### src/rtl/alu_issue.sv
`default_nettype none
// ============================================================================
// Module      : alu_issue
// Description : RV32I decode/issue stage. Turns OP, OP-IMM, LUI and AUIPC
//               instructions into registered ALU operation and operands, with
//               operand forwarding from the ALU and writeback stages.
// Revision    : 1.0 - initial release
// ============================================================================
module alu_issue #(
  parameter int XLEN = 32
) (
  input  logic            clk,
  input  logic            rst_n,
  input  logic            halt,
  input  logic            instr_valid,
  input  logic [31:0]     instr,
  input  logic [XLEN-1:0] pc,
  output logic [4:0]      rs1_addr,
  output logic [4:0]      rs2_addr,
  input  logic [XLEN-1:0] rs1_data,
  input  logic [XLEN-1:0] rs2_data,
  input  logic [XLEN-1:0] alu_fwd_data,
  input  logic            wb_we,
  input  logic [4:0]      wb_rd,
  input  logic [XLEN-1:0] wb_data,
  output logic [3:0]      op_val,
  output logic            signed_unsigned_n,
  output logic [XLEN-1:0] operand_a,
  output logic [XLEN-1:0] operand_b,
  output logic [4:0]      rd_addr,
  output logic            rd_we,
  output logic            illegal_instr
);

  localparam logic [6:0] OPC_OP     = 7'b0110011;
  localparam logic [6:0] OPC_OP_IMM = 7'b0010011;
  localparam logic [6:0] OPC_LUI    = 7'b0110111;
  localparam logic [6:0] OPC_AUIPC  = 7'b0010111;

  localparam logic [6:0] F7_BASE    = 7'b0000000;
  localparam logic [6:0] F7_ALT     = 7'b0100000;

  localparam logic [3:0] ALU_NOP    = 4'b0000;
  localparam logic [3:0] ALU_ADD    = 4'b0001;
  localparam logic [3:0] ALU_SUB    = 4'b0010;
  localparam logic [3:0] ALU_SLT    = 4'b0011;
  localparam logic [3:0] ALU_SLTU   = 4'b1011;
  localparam logic [3:0] ALU_AND    = 4'b0100;
  localparam logic [3:0] ALU_OR     = 4'b0101;
  localparam logic [3:0] ALU_XOR    = 4'b0110;
  localparam logic [3:0] ALU_SLL    = 4'b0111;
  localparam logic [3:0] ALU_SRL    = 4'b1000;
  localparam logic [3:0] ALU_SRA    = 4'b1001;

  // Instruction fields
  logic [6:0]      w_opcode;
  logic [2:0]      w_funct3;
  logic [6:0]      w_funct7;
  logic [4:0]      w_rd;
  logic [XLEN-1:0] w_imm_i;
  logic [XLEN-1:0] w_imm_u;
  logic [XLEN-1:0] w_shamt_i;

  // Resolved operands and decode results
  logic [XLEN-1:0] w_rs1_val;
  logic [XLEN-1:0] w_rs2_val;
  logic [XLEN-1:0] w_shamt_r;
  logic [3:0]      w_op;
  logic            w_signed;
  logic [XLEN-1:0] w_opa;
  logic [XLEN-1:0] w_opb;
  logic            w_legal;

  // ALU-stage entry
  logic [3:0]      r_op;
  logic            r_signed;
  logic [XLEN-1:0] r_opa;
  logic [XLEN-1:0] r_opb;
  logic [4:0]      r_rd;
  logic            r_rd_we;
  logic            r_illegal;

  assign w_opcode  = instr[6:0];
  assign w_rd      = instr[11:7];
  assign w_funct3  = instr[14:12];
  assign w_funct7  = instr[31:25];
  assign rs1_addr  = instr[19:15];
  assign rs2_addr  = instr[24:20];

  assign w_imm_i   = {{(XLEN-12){instr[31]}}, instr[31:20]};
  assign w_imm_u   = {instr[31:12], 12'b0};
  assign w_shamt_i = {{(XLEN-5){1'b0}}, instr[24:20]};

  // Forwarding priority: x0, then the ALU-stage entry, then writeback, then RF.
  function automatic logic [XLEN-1:0] f_resolve(
    input logic [4:0]      rs,
    input logic [XLEN-1:0] rf_val,
    input logic            alu_we,
    input logic [4:0]      alu_rd,
    input logic [XLEN-1:0] alu_val,
    input logic            wbk_we,
    input logic [4:0]      wbk_rd,
    input logic [XLEN-1:0] wbk_val
  );
    logic [XLEN-1:0] v;
    if (rs == 5'd0)
      v = '0;
    else if (alu_we && (alu_rd == rs))
      v = alu_val;
    else if (wbk_we && (wbk_rd == rs))
      v = wbk_val;
    else
      v = rf_val;
    return v;
  endfunction

  assign w_rs1_val = f_resolve(rs1_addr, rs1_data, r_rd_we, r_rd, alu_fwd_data,
                               wb_we, wb_rd, wb_data);
  assign w_rs2_val = f_resolve(rs2_addr, rs2_data, r_rd_we, r_rd, alu_fwd_data,
                               wb_we, wb_rd, wb_data);
  assign w_shamt_r = {{(XLEN-5){1'b0}}, w_rs2_val[4:0]};

  always_comb begin
    w_op     = ALU_NOP;
    w_signed = 1'b0;
    w_opa    = '0;
    w_opb    = '0;
    w_legal  = 1'b0;
    case (w_opcode)
      OPC_OP: begin
        w_opa = w_rs1_val;
        w_opb = w_rs2_val;
        if (w_funct7 == F7_BASE) begin
          w_legal = 1'b1;
          case (w_funct3)
            3'b000: w_op = ALU_ADD;
            3'b001: begin w_op = ALU_SLL; w_opb = w_shamt_r; end
            3'b010: begin w_op = ALU_SLT; w_signed = 1'b1; end
            3'b011: w_op = ALU_SLTU;
            3'b100: w_op = ALU_XOR;
            3'b101: begin w_op = ALU_SRL; w_opb = w_shamt_r; end
            3'b110: w_op = ALU_OR;
            default: w_op = ALU_AND;
          endcase
        end else if (w_funct7 == F7_ALT) begin
          if (w_funct3 == 3'b000) begin
            w_legal = 1'b1;
            w_op    = ALU_SUB;
          end else if (w_funct3 == 3'b101) begin
            w_legal  = 1'b1;
            w_op     = ALU_SRA;
            w_signed = 1'b1;
            w_opb    = w_shamt_r;
          end
        end
      end
      OPC_OP_IMM: begin
        w_opa   = w_rs1_val;
        w_opb   = w_imm_i;
        w_legal = 1'b1;
        case (w_funct3)
          3'b000: w_op = ALU_ADD;
          3'b010: begin w_op = ALU_SLT; w_signed = 1'b1; end
          3'b011: w_op = ALU_SLTU;
          3'b100: w_op = ALU_XOR;
          3'b110: w_op = ALU_OR;
          3'b111: w_op = ALU_AND;
          3'b001: begin
            w_op    = ALU_SLL;
            w_opb   = w_shamt_i;
            w_legal = (w_funct7 == F7_BASE);
          end
          default: begin
            // funct3 101: the funct7 field picks logical vs arithmetic shift
            w_opb = w_shamt_i;
            if (w_funct7 == F7_BASE) begin
              w_op = ALU_SRL;
            end else if (w_funct7 == F7_ALT) begin
              w_op     = ALU_SRA;
              w_signed = 1'b1;
            end else begin
              w_legal = 1'b0;
            end
          end
        endcase
      end
      OPC_LUI: begin
        w_legal = 1'b1;
        w_op    = ALU_ADD;
        w_opb   = w_imm_u;
      end
      OPC_AUIPC: begin
        w_legal = 1'b1;
        w_op    = ALU_ADD;
        w_opa   = pc;
        w_opb   = w_imm_u;
      end
      default: w_legal = 1'b0;
    endcase
  end

  // Halt freezes the whole entry, so a pending illegal flag is held, not re-pulsed.
  always_ff @(posedge clk) begin
    if (!rst_n) begin
      r_op      <= ALU_NOP;
      r_signed  <= 1'b0;
      r_opa     <= '0;
      r_opb     <= '0;
      r_rd      <= 5'd0;
      r_rd_we   <= 1'b0;
      r_illegal <= 1'b0;
    end else if (!halt) begin
      if (instr_valid && w_legal) begin
        r_op      <= w_op;
        r_signed  <= w_signed;
        r_opa     <= w_opa;
        r_opb     <= w_opb;
        r_rd      <= w_rd;
        r_rd_we   <= 1'b1;
        r_illegal <= 1'b0;
      end else begin
        r_op      <= ALU_NOP;
        r_signed  <= 1'b0;
        r_opa     <= '0;
        r_opb     <= '0;
        r_rd      <= 5'd0;
        r_rd_we   <= 1'b0;
        r_illegal <= instr_valid;
      end
    end
  end

  assign op_val            = r_op;
  assign signed_unsigned_n = r_signed;
  assign operand_a         = r_opa;
  assign operand_b         = r_opb;
  assign rd_addr           = r_rd;
  assign rd_we             = r_rd_we;
  assign illegal_instr     = r_illegal;

endmodule
`default_nettype wire

### config.mk
export PLATFORM = sky130hd
export DESIGN_NAME = alu_issue
export DESIGN_NICKNAME = d
export VERILOG_FILES = /design/src/rtl/alu_issue.sv
export SDC_FILE = /design/constraint.sdc
export NUM_CORES = 1
export LEC_CHECK = 0
export CORE_ASPECT_RATIO = 0.8
export CORE_MARGIN = 2
export CORE_UTILIZATION = 39
export DETAILED_ROUTE_END_ITERATION = 8
export PLACE_DENSITY = 0.81
export SLEW_MARGIN = 20
export SYNTH_ARGS = -nofsm -noshare
export SYNTH_HDL_FRONTEND = slang
export SYNTH_SLANG_ARGS = --single-unit
### constraint.sdc
create_clock -name clk -period 3.1 [get_ports clk]
set_clock_uncertainty 0.15 [all_clocks]
set_input_delay 0.93 -clock clk [delete_from_list [all_inputs] [get_ports clk]]
set_output_delay 0.93 -clock clk [all_outputs]
set_load 0.1 [all_outputs]
==> Word-level counts from Yosys, hierarchy flattened <==
Cells that the tools add are included.
{ "word_totals": {"out_inout_bits": 86, "inputBits": 202, "register_bits": 76, "word_cells": 82} }
{ "op_classes": {"n_reduce_logical": 14, "mux": 45, "n_eq_ne": 16} }
{ "ops": {"columns": ["operator", "n"], "rows": [
  ["32-bit 2-to-1 mux", 14],
  ["32-bit one-hot mux with 3 select lines", 1],
  ["32-bit one-hot mux with 2 select lines", 1],
  ["4-bit one-hot mux with 7 select lines", 2],
  ["4-bit 2-to-1 mux", 7],
  ["7-bit by 6-bit equality test with 1-bit output (second input constant)", 3],
  ["5-bit equality test", 4],
  ["7-bit by 5-bit equality test with 1-bit output (second input constant)", 2],
  ["1-bit 2-to-1 mux", 14],
  ["3-bit equality test (second input constant)", 4],
  ["4-bit one-hot mux with 3 select lines", 1],
  ["6-bit OR reduction", 2],
  ["5-bit logical NOT", 2],
  ["7-bit logical NOT", 1],
  ["3-bit by 2-bit equality test with 1-bit output (second input constant)", 2],
  ["1-bit one-hot mux with 2 select lines", 3],
  ["2-bit OR reduction", 3],
  ["1-bit logical AND", 5],
  ["5-bit 2-to-1 mux", 1],
  ["3-bit by 1-bit equality test with 1-bit output (second input constant)", 1],
  ["3-bit logical NOT", 1],
  ["1-bit one-hot mux with 3 select lines", 1]
]} }

==> Depth between registers and ports, before layout <==
Gate-level depths: netlist (run 1).
{ "logic_depth": {"word_depth": 11, "ltp_mapped": 11, "depth_no_buf": 8} }

==> Least setup slack after synthesis (run 1) <==
Ideal clock, no wire load.
{ "synth_timing": {"path_type": "in2reg", "start": "input port instr[14]", "end": "register r_rd[3], in the netlist rd_addr[3]", "path_stages": 11, "setup_ns": 0.118, "t_arrival_ns": 2.635, "path_slack_ns": 0.198, "required_ns": 2.832, "n_path_buf": 3, "cell_sequence": "buf_4 inv_1 ha_1 inv_1 nor2_1 a311o_1 a22o_4 and3_1 buf_2 buf_6 a22o_1"} }
{ "synth_between": {"elab_chain_len": 8, "word_cells_on_any_way": 17, "classes_between": "7 x eq/ne; 7 x mux; 3 x reduce/logical"} }
{ "synth_lines": {"columns": ["item", "line_no", "source"], "rows": [
  ["from (decl)", "16", "input logic [31:0] instr,"],
  ["3-bit equality test", "149", "end else if (w_funct3 == 3'b101) begin"],
  ["1-bit 2-to-1 mux", "149", null],
  ["1-bit 2-to-1 mux", "146", "if (w_funct3 == 3'b000) begin"],
  ["1-bit 2-to-1 mux", "145", "end else if (w_funct7 == F7_ALT) begin"],
  ["1-bit 2-to-1 mux", "133", "if (w_funct7 == F7_BASE) begin"],
  ["1-bit one-hot mux with 3 select lines (*)", "129", "case (w_opcode)"],
  ["1-bit logical AND (*)", "213", "if (instr_valid && w_legal) begin"],
  ["5-bit 2-to-1 mux (*)", "213", null],
  ["to (signal assigned)", "218", "r_rd <= w_rd;"],
  ["to (decl)", "79", "logic [4:0] r_rd;"]
]} }
Mark *: on every way between the ends. The rest lies on a longest branch, timed or not.
A chain may end at the register's enable or synchronous reset.

==> Final worst setup path (run 1) <==
{ "layout_timing": {"start": "input port instr[24]", "end": "output port rs2_addr[4]"} }
{ "layout_rtl": {"columns": ["item", "line_no", "source"], "rows": [
  ["to (decl)", "19", "output logic [4:0] rs2_addr,"]
]} }
No word-level cell between the ends.

==> results of run 1 <==
registers in the layout, indices dropped and copies added, names as in the netlist:
register           flops
operand_a             32
operand_b             32
rd_addr                5
op_val                 4
illegal_instr          1
rd_we                  1
signed_unsigned_n      1
Yosys cell counts, types with 12 or more instances:
cell and n:
a221o_1 21, nand2_1 75, o21a_1 20, o21ai_0 78
and2_1 34, a22o_1 13, nor2_1 14, buf_2 13
a2bb2oi_1 35, o21ai_1 33, buf_4 12, clkbuf_1 46
dfxtp_1 76, a221oi_1 61, xnor2_1 15
logic make-up after synthesis:
logic type      count (synthesis)  share of synthesized area (%)
buf+inv                        80                           7.87
compound gates                289                           41.7
fa+ha+maj                       1                          0.247
simple gates                  161                           16.0
flops                          76                           30.0
xor+xnor                       24                           4.14
final cells by class:
cell class	instances	area, sq um
fillers	1016	3670
repair buffers	379	3630
multi-input cells	476	3420
flip-flops and latches	76	1520
clock buffers	10	229
well taps	175	219
clock inverters	5	77.6
inverters	4	15.0
diodes	1	2.50
final timing paths:
kind         cells after the start           from            end  slack, ns
min                              2  operand_b[27]  operand_b[27]       0.30
max                              3      instr[24]    rs2_addr[4]     0.0009
min reg2reg                      2  operand_b[27]  operand_b[27]       0.30
max reg2reg                      7     rd_addr[4]  operand_b[19]       0.96
power by group through the flow:
stage          Clock (uW)  Sequential, uW  Combinational [uW]
2_1_floorplan           0            1010                 242
3_3_place_gp            0            1000                 673
3_5_place_dp            0            1000                 677
4_1_cts              1130             978                 682
5_1_grt              1160             978                 743
6_report             1120             978                 718
worst max-delay path, stage by stage:
cell,delay (ns)
clkdlybuf4s50_1,0.67
buf_4,0.23
buf_12,0.18
routing by layer:
metal	global-route usage (%)	vias to the layer above
li1	-	3036
met1	46.0	3217
met2	56.9	521
met3	9.49	82
met4	9.39	0
met5	0	-
timing repair:
action                                  in CTS  in global routing
endpoints found under the hold margin        0                  0
pin swaps                                    2                  9
endpoints found under the setup margin      23                 63
gates resized for setup                      6                 43
gates cloned                                 0                  2
stage by stage:
step	power, uW	instance area (sq um)	setup WS, ns	std cells	TNS, ns
after CTS	2790	8840	0.000881	1123	0
final	2820	9110	0.000891	1126	0
after floorplan	1250	5070	0.198	631	0
after global placement	1670	8520	-0.408	1108	-18.53
after global routing	2880	9110	-0.0348	1126	-0.134
after detailed placement	1680	8520	-0.428	1108	-22.99
==> results.sh, run 1 <==
export IMPL_drtPass1Iterations=6
export IMPL_synthFlopType="dfxtp_1"
export IMPL_maxCapViolCount=0
export IMPL_path_clk_slew_ns=0.06
export IMPL_seqPwrFrac_pct=34.7
export IMPL_vias=6856
export IMPL_final_common_cell="clkdlybuf4s50_1"
export IMPL_drive_gt1_share_pct=26.1
export IMPL_cts_tree="yes"
export IMPL_track_usage_pct=35.0
export IMPL_p_leak_uw=0.00349
export IMPL_async_flop_share_pct=0
export IMPL_start_util_pct=39.7
export IMPL_drc_errors=0
export IMPL_cts_sinks=76
export IMPL_ir_drop_mv=0.252
export IMPL_status="complete, no violations"
export IMPL_report_final_slew_viol_count=0
export IMPL_synth_cell_types=56
export IMPL_antenna_found_initial=1
export IMPL_p_per_area_nw_per_um2=310
export IMPL_worstPathMaxFanout=4
export IMPL_ys_seq_area_share_pct=30.0
export IMPL_die_x_microns=132
export IMPL_synth_area_leaders="dfxtp_1, a221oi_1, o21ai_0"
export IMPL_p_clk_share_pct=39.9
export IMPL_p_switching_uw=735
export IMPL_maxSlewHeadroom_pct=69.8
export IMPL_rsz0062_at_grt="true"
export IMPL_tightest_slew_ns=0.453
export IMPL_dieArea_sq_um=13900
export IMPL_rows=37
export IMPL_met2WireLength_mm=12.0
export IMPL_routed_wl_met3_mm=2.96
export IMPL_min_path_type="reg2reg"
export IMPL_drt_vias_per_instance=6.09
export IMPL_synth_seq_cells=76
export IMPL_arrival_ns=2.02
export IMPL_clk_latency_ns=0.33
export IMPL_sw_frac_of_total_pct=26.1
export IMPL_synth_area_leader_cell="dfxtp_1"
export IMPL_grt_pass1_wl_mm=38.2
export IMPL_hold_viol_final=0
export IMPL_setup_worst_path_start_class="input port"
export IMPL_port_buffers=287
export IMPL_pwr_share_comb_pct=25.4
export IMPL_cts_buffers_inserted=9
export IMPL_met1_length_mm=10.6
export IMPL_nNetsFinal=1149
export IMPL_min_period_ns=3.10
export IMPL_wirelength_mm=26.3
export IMPL_boundaryPins=288
export IMPL_netlist_area_sq_um=5070
export IMPL_cts_hold_fix_buffers=0
export IMPL_synth_edf_count=0
export IMPL_htreeDepth=3
export IMPL_dieHeight_microns=106
export IMPL_finalSetupViolCount=0
export IMPL_hold_ws_ns=0.304
export IMPL_max_freq_mhz=323
export IMPL_drt_iter0_drc=745
export IMPL_grt_pass1_vias=6625
export IMPL_top_layer_used="met4"
export IMPL_final_core_utilization_pct=71.3
export IMPL_avgRoutedWirePerCell_microns=23.3
export IMPL_yosys_warnings=0
export IMPL_routabilityCongestion=0.943
export IMPL_grt_start_max_net_pins=61
export IMPL_fin_crit_sh_pct=100
export IMPL_postRouteAntennaNets=0
export IMPL_postCtsSetupRepairBufs=0
export IMPL_crit_required_ns=2.02
export IMPL_area_growth_pct=79.6
export IMPL_synth_nets=834
export IMPL_root_buffer="clkbuf_16"
export IMPL_crit_type="in2out"
export IMPL_post_dp_hpwl_mm=19.8
export IMPL_crit_path_end_kind="output port"
export IMPL_design_core_area_sq_um=12800
export IMPL_netlist_instances=631
export IMPL_avgSynthCellArea_sq_um=8.04
export IMPL_layout_common_cells="clkdlybuf4s50_1, buf_4, dfxtp_1"
export IMPL_grt_remaining_overflow=0
export IMPL_cts_path_max_buffers=2
export IMPL_yosysTopAreaCellShare_pct=30.0
export IMPL_power_internal_uw=2090
Note: power is estimated with default switching activity, not from simulation.
==> run 2: changes to the inputs <==
--- a/config.mk
+++ b/config.mk
@@ -7,10 +7,11 @@
 export LEC_CHECK = 0
 export CORE_ASPECT_RATIO = 0.8
 export CORE_MARGIN = 2
-export CORE_UTILIZATION = 39
+export CORE_UTILIZATION = 40
+export CTS_BUF_LIST = sky130_fd_sc_hd__clkbuf_4 sky130_fd_sc_hd__clkbuf_8
 export DETAILED_ROUTE_END_ITERATION = 8
-export PLACE_DENSITY = 0.81
-export SLEW_MARGIN = 20
+export PLACE_DENSITY = 0.82
+export SLEW_MARGIN = 10
 export SYNTH_ARGS = -nofsm -noshare
 export SYNTH_HDL_FRONTEND = slang
 export SYNTH_SLANG_ARGS = --single-unit
==> run 2 against run 1 <==
  * Highest routed layer unchanged
  * Power shrank 8.5%
  * Largest cell class unchanged
  * Sequential power is essentially flat
  * Critical endpoint is now operand_a[9]
  * Non-clock buffer count grew 1
  * Design area shrank 2.3%
  * Hold slack gained 0.0063 ns
  * Critical path type is now in2reg
  * Routed wire length shrank 4.4%
  * Combinational power shrank 2%
  * Via count shrank 0.12%
  * Setup slack gained 0.030 ns
==> results.sh, run 2 (synthesized netlist as in run 1, its figures left out) <==
export IMPL_hold_ws_ns=0.310
export IMPL_min_path_type="reg2reg"
export IMPL_antenna_cells=0
export IMPL_drt_iter0_drc=714
export IMPL_nNetsFinal=1149
export IMPL_nFillCells=946
export IMPL_port_buffers=287
export IMPL_hold_viol_final=0
export IMPL_crit_type="in2reg"
export IMPL_finalSetupViolCount=0
export IMPL_critical_path_max_stage_delay_ns=0.55
export IMPL_grt_pass1_vias=6683
export IMPL_drc_errors=0
export IMPL_status="complete, no violations"
export IMPL_start_util_pct=41.2
export IMPL_grt_remaining_overflow=0
export IMPL_arrival_ns=3.18
export IMPL_timing_setup_tns_ns=0
export IMPL_p_per_area_nw_per_um2=290
export IMPL_final_common_cell="clkdlybuf4s50_1"
export IMPL_min_period_ns=3.07
export IMPL_routabilityCongestion=0.986
export IMPL_p_leak_uw=0.00343
export IMPL_dieArea_sq_um=13600
export IMPL_cts_sinks=76
export IMPL_track_usage_pct=35.7
export IMPL_detailed_place_area_sq_um=8570
export IMPL_postRouteAntennaNets=0
export IMPL_fin_crit_sh_pct=99.0
export IMPL_tightest_slew_ns=0.587
export IMPL_setup_worst_path_start_class="input port"
export IMPL_max_freq_mhz=326
export IMPL_area_growth_pct=75.5
export IMPL_vias=6848
export IMPL_maxCapViolCount=0
export IMPL_grt_pass1_wl_mm=37.5
export IMPL_die_x_microns=130
export IMPL_boundaryPins=288
export IMPL_cts_tree="yes"
export IMPL_cts_buffers_inserted=9
export IMPL_design_core_area_sq_um=12300
export IMPL_drt_vias_per_instance=6.10
export IMPL_post_dp_hpwl_mm=19.3
export IMPL_clk_latency_ns=0.37
export IMPL_report_final_slew_viol_count=0
export IMPL_avgRoutedWirePerCell_microns=22.4
export IMPL_cp_cell_sequence="clkdlybuf4s50_1 -> xnor2_1 -> nand3_1 -> or4_4 -> buf_4 -> a221oi_1 -> a2bb2oi_1 -> o21ai_0"
export IMPL_wirelength_mm=25.1
export IMPL_cts_path_max_buffers=2
export IMPL_rrSetupSlack_ns=0.93
export IMPL_maxSlewHeadroom_pct=60.4
export IMPL_path_clk_slew_ns=0.09
export IMPL_grt_start_max_net_pins=71
export IMPL_final_cell_area_sq_um=8900
export IMPL_crit_path_end_kind="flop"
export IMPL_antenna_found_initial=0
export IMPL_layout_common_cells="clkdlybuf4s50_1, buf_4, dfxtp_1"
export IMPL_dieHeight_microns=105
export IMPL_drive_gt1_share_pct=24.0
export IMPL_worstPathMaxFanout=11
export IMPL_rows=36
export IMPL_drtPass1Iterations=7
export IMPL_final_core_utilization_pct=72.4
export IMPL_root_buffer="clkbuf_8"
export IMPL_crit_required_ns=3.21
export IMPL_ir_drop_mv=0.201
export IMPL_slowest_stage="or4_4"
export IMPL_htreeDepth=3
export IMPL_cts_hold_fix_buffers=0
==> run 2: per-layer routing <==
metal  routed length (microns)  share of wire, %  track usage [%]  vias up
met5                         0                 0                0        -
li1                          -                 -                -     3031
met3                      2560                10             7.17       59
met2                     11300                45             56.2      454
met1                     10700                43             49.4     3304
met4                       597               2.4             10.3        0
==> run 2: final timing paths <==
check	start	end	depth (start not counted)
setup / recovery	wb_rd[0]	operand_a[9]	8
hold / removal	operand_a[20]	operand_a[20]	2
setup reg to reg	rd_addr[1]	operand_b[26]	7
hold reg to reg	operand_a[20]	operand_a[20]	2
==> run 2: per-stage QoR <==
stage / total power (uW) / setup slack (ns) / std cells
2_1_floorplan: 1250 / 0.198 / 631
3_3_place_gp: 1680 / -0.387 / 1106
3_5_place_dp: 1680 / -0.425 / 1106
4_1_cts: 2560 / 0.00935 / 1122
5_1_grt: 2640 / -0.0158 / 1122
6_report: 2580 / 0.0306 / 1122
==> run 2: cell type report <==
type                            count  area (sq um)  share of cell area, %
Multi-Input combinational cell    475          3270                   36.8
Tap cell                          171           214                   2.40
Clock buffer                       10           138                   1.55
Sequential cell                    76          1520                   17.1
Inverter                            4          15.0                  0.169
Clock inverter                      6          87.6                  0.984
Timing Repair Buffer              380          3650                   41.0
==> run 2: report_power, final <==
part | switching [uW] | internal (uW) | total, uW
registers | 0.799 | 976 | 977
clock network | 428 | 474 | 902
logic | 298 | 404 | 702
==> run 2: worst max-delay path: cells and delay by family <==
family,cells,cell delay (ns)
AND/OR/NAND/NOR,2,0.68
AO/OA/AOI/OAI,3,0.67
XOR/XNOR,1,0.13
buffers and inverters,2,0.76
==> run 2: timing repair <==
action | CTS | global route
endpoints found under the setup margin | 1 | 45
setup buffers | 0 | 0
resized for setup | 1 | 22
pin swaps | 0 | 3
==> run 3: changes to the inputs <==
--- a/config.mk
+++ b/config.mk
@@ -11,6 +11,7 @@
 export CTS_BUF_LIST = sky130_fd_sc_hd__clkbuf_4 sky130_fd_sc_hd__clkbuf_8
 export DETAILED_ROUTE_END_ITERATION = 8
 export PLACE_DENSITY = 0.82
+export REMOVE_ABC_BUFFERS = 1
 export SLEW_MARGIN = 10
 export SYNTH_ARGS = -nofsm -noshare
 export SYNTH_HDL_FRONTEND = slang
==> run 3 against run 2 <==
  * Clock power down 12%
  * Critical path type unchanged
  * Via count decreased by 0.28%
  * Hold slack worse by 0.0045 ns
  * Combinational power is 2% lower
  * Clock-buffer cell count is the same
  * Sequential cell count is the same
  * First-iteration DRC count fell by 17%
  * Sequential share of layout area about the same
  * Cell count up 0.36%
  * Power down 4.8%
  * Fmax rose by 0.88%
==> results.sh, run 3 (synthesized netlist as in run 1, its figures left out) <==
export IMPL_grt_remaining_overflow=0
export IMPL_boundaryPins=288
export IMPL_maxCapViolCount=0
export IMPL_timing_setup_tns_ns=0
export IMPL_detailed_place_area_sq_um=8580
export IMPL_arrival_ns=3.15
export IMPL_fin_crit_sh_pct=98.1
export IMPL_post_dp_hpwl_mm=18.2
export IMPL_routabilityCongestion=0.916
export IMPL_drtPass1Iterations=8
export IMPL_grt_pass1_wl_mm=36.6
export IMPL_dieArea_sq_um=13600
export IMPL_crit_buf_inv=3
export IMPL_drt_iter0_drc=592
export IMPL_crit_required_ns=3.21
export IMPL_track_usage_pct=34.5
export IMPL_port_buffers=287
export IMPL_antenna_cells=0
export IMPL_design_core_area_sq_um=12300
export IMPL_die_x_microns=130
export IMPL_p_per_area_nw_per_um2=275
export IMPL_worstPathMaxFanout=12
export IMPL_tightest_slew_ns=0.592
export IMPL_htreeDepth=3
export IMPL_final_core_utilization_pct=72.6
export IMPL_r2r_cells=7
export IMPL_wirelength_mm=24.2
export IMPL_antenna_found_initial=0
export IMPL_slowest_stage="clkdlybuf4s50_1"
export IMPL_crit_path_end_kind="flop"
export IMPL_rows=36
export IMPL_critical_path_max_stage_delay_ns=0.44
export IMPL_path_delay_family="compound AO/OA/AOI/OAI gates"
export IMPL_r2r_end="operand_b[2]"
export IMPL_avgRoutedWirePerCell_microns=21.5
export IMPL_path_clk_slew_ns=0.09
export IMPL_drive_gt1_share_pct=24.6
export IMPL_dp_cells=1109
export IMPL_whs_endpoint="operand_a[15]"
export IMPL_final_common_cell="clkdlybuf4s50_1"
export IMPL_grt_pass1_vias=6844
export IMPL_maxSlewHeadroom_pct=60.2
export IMPL_rsz0062_at_grt="true"
export IMPL_min_period_ns=3.04
export IMPL_min_path_type="reg2reg"
export IMPL_start_util_pct=41.2
export IMPL_clk_latency_ns=0.36
export IMPL_cts_buffers_inserted=9
export IMPL_nNetsFinal=1154
export IMPL_cts_path_max_buffers=2
export IMPL_drt_vias_per_instance=6.06
export IMPL_vias=6829
export IMPL_area_growth_pct=75.9
export IMPL_fin_cells=1126
export IMPL_dieHeight_microns=105
export IMPL_crit_type="in2reg"
export IMPL_final_cell_area_sq_um=8920
export IMPL_hold_depth=2
export IMPL_cts_tree="yes"
export IMPL_grt_start_max_net_pins=41
export IMPL_hold_viol_final=0
export IMPL_cts_hold_fix_buffers=0
export IMPL_ir_drop_mv=0.211
export IMPL_drc_errors=0
export IMPL_p_leak_uw=0.00344
export IMPL_setup_worst_path_start_class="input port"
export IMPL_r2r_start="rd_addr[4]"
export IMPL_postRouteAntennaNets=0
export IMPL_layout_common_cells="clkdlybuf4s50_1, buf_4, o21ai_0"
export IMPL_hold_start="operand_a[15]"
export IMPL_cts_sinks=76
export IMPL_root_buffer="clkbuf_8"
export IMPL_finalSetupViolCount=0
export IMPL_max_freq_mhz=329
export IMPL_rrSetupSlack_ns=0.91
export IMPL_status="complete, no violations"
export IMPL_cp_cell_sequence="clkdlybuf4s50_1 -> buf_4 -> xnor2_2 -> nand3_2 -> or3_4 -> buf_6 -> a221o_1 -> a221oi_2 -> o21ai_1"
export IMPL_report_final_slew_viol_count=0
-- run 3: what timing repair did --
item | CTS | global route
buffers inserted | 1 | 1
resized for setup | 5 | 21
endpoints found under the setup margin | 11 | 44
pin swaps | 0 | 3
-- run 3: metal layers --
layer | track usage [%] | up-vias | routed length (microns)
met2 | 58.4 | 503 | 11500
li1 | - | 3036 | -
met5 | 0 | - | 0
met4 | 13.4 | 0 | 871
met3 | 9.22 | 76 | 2810
met1 | 41.4 | 3214 | 9070
-- run 3: power breakdown --
group,total [uW],internal (uW),switching (uW)
logic,689,402,287
clock network,792,386,406
registers,977,976,0.784
-- run 3: cell type report --
cell class,count,area (sq um)
well taps,171,214
multi-input cells,475,3300
inverters,4,15.0
clock inverters,5,52.6
flip-flops and latches,76,1520
fillers,962,3370
repair buffers,385,3680
clock buffers,10,138
-- run 3: worst max path at each step --
stage	start	endpoint	cells past startpoint
2_1_floorplan	instr[6]	operand_a[30]	4
3_3_place_gp	instr[23]	operand_b[14]	9
3_5_place_dp	wb_rd[2]	operand_b[14]	9
4_1_cts	wb_rd[2]	operand_b[14]	9
5_1_grt	wb_rd[2]	operand_b[22]	9
6_report	wb_rd[2]	operand_b[14]	9
-- run 3: worst min-delay path, stage by stage, from the launching register on --
cell and delay [ns]:
dfxtp_1 0.32, nand2_1 0.05, o21ai_1 0.05
-- run 3: through the flow --
stage                     worst slack [ns]  total power (uW)  hold slack (ns)
after floorplan                      -1.27              1170            0.738
after global placement              -0.400              1660            0.285
after detailed placement            -0.507              1660            0.295
after CTS                          -0.0151              2440            0.307
after global routing             -0.000426              2540            0.327
final                               0.0574              2460            0.306
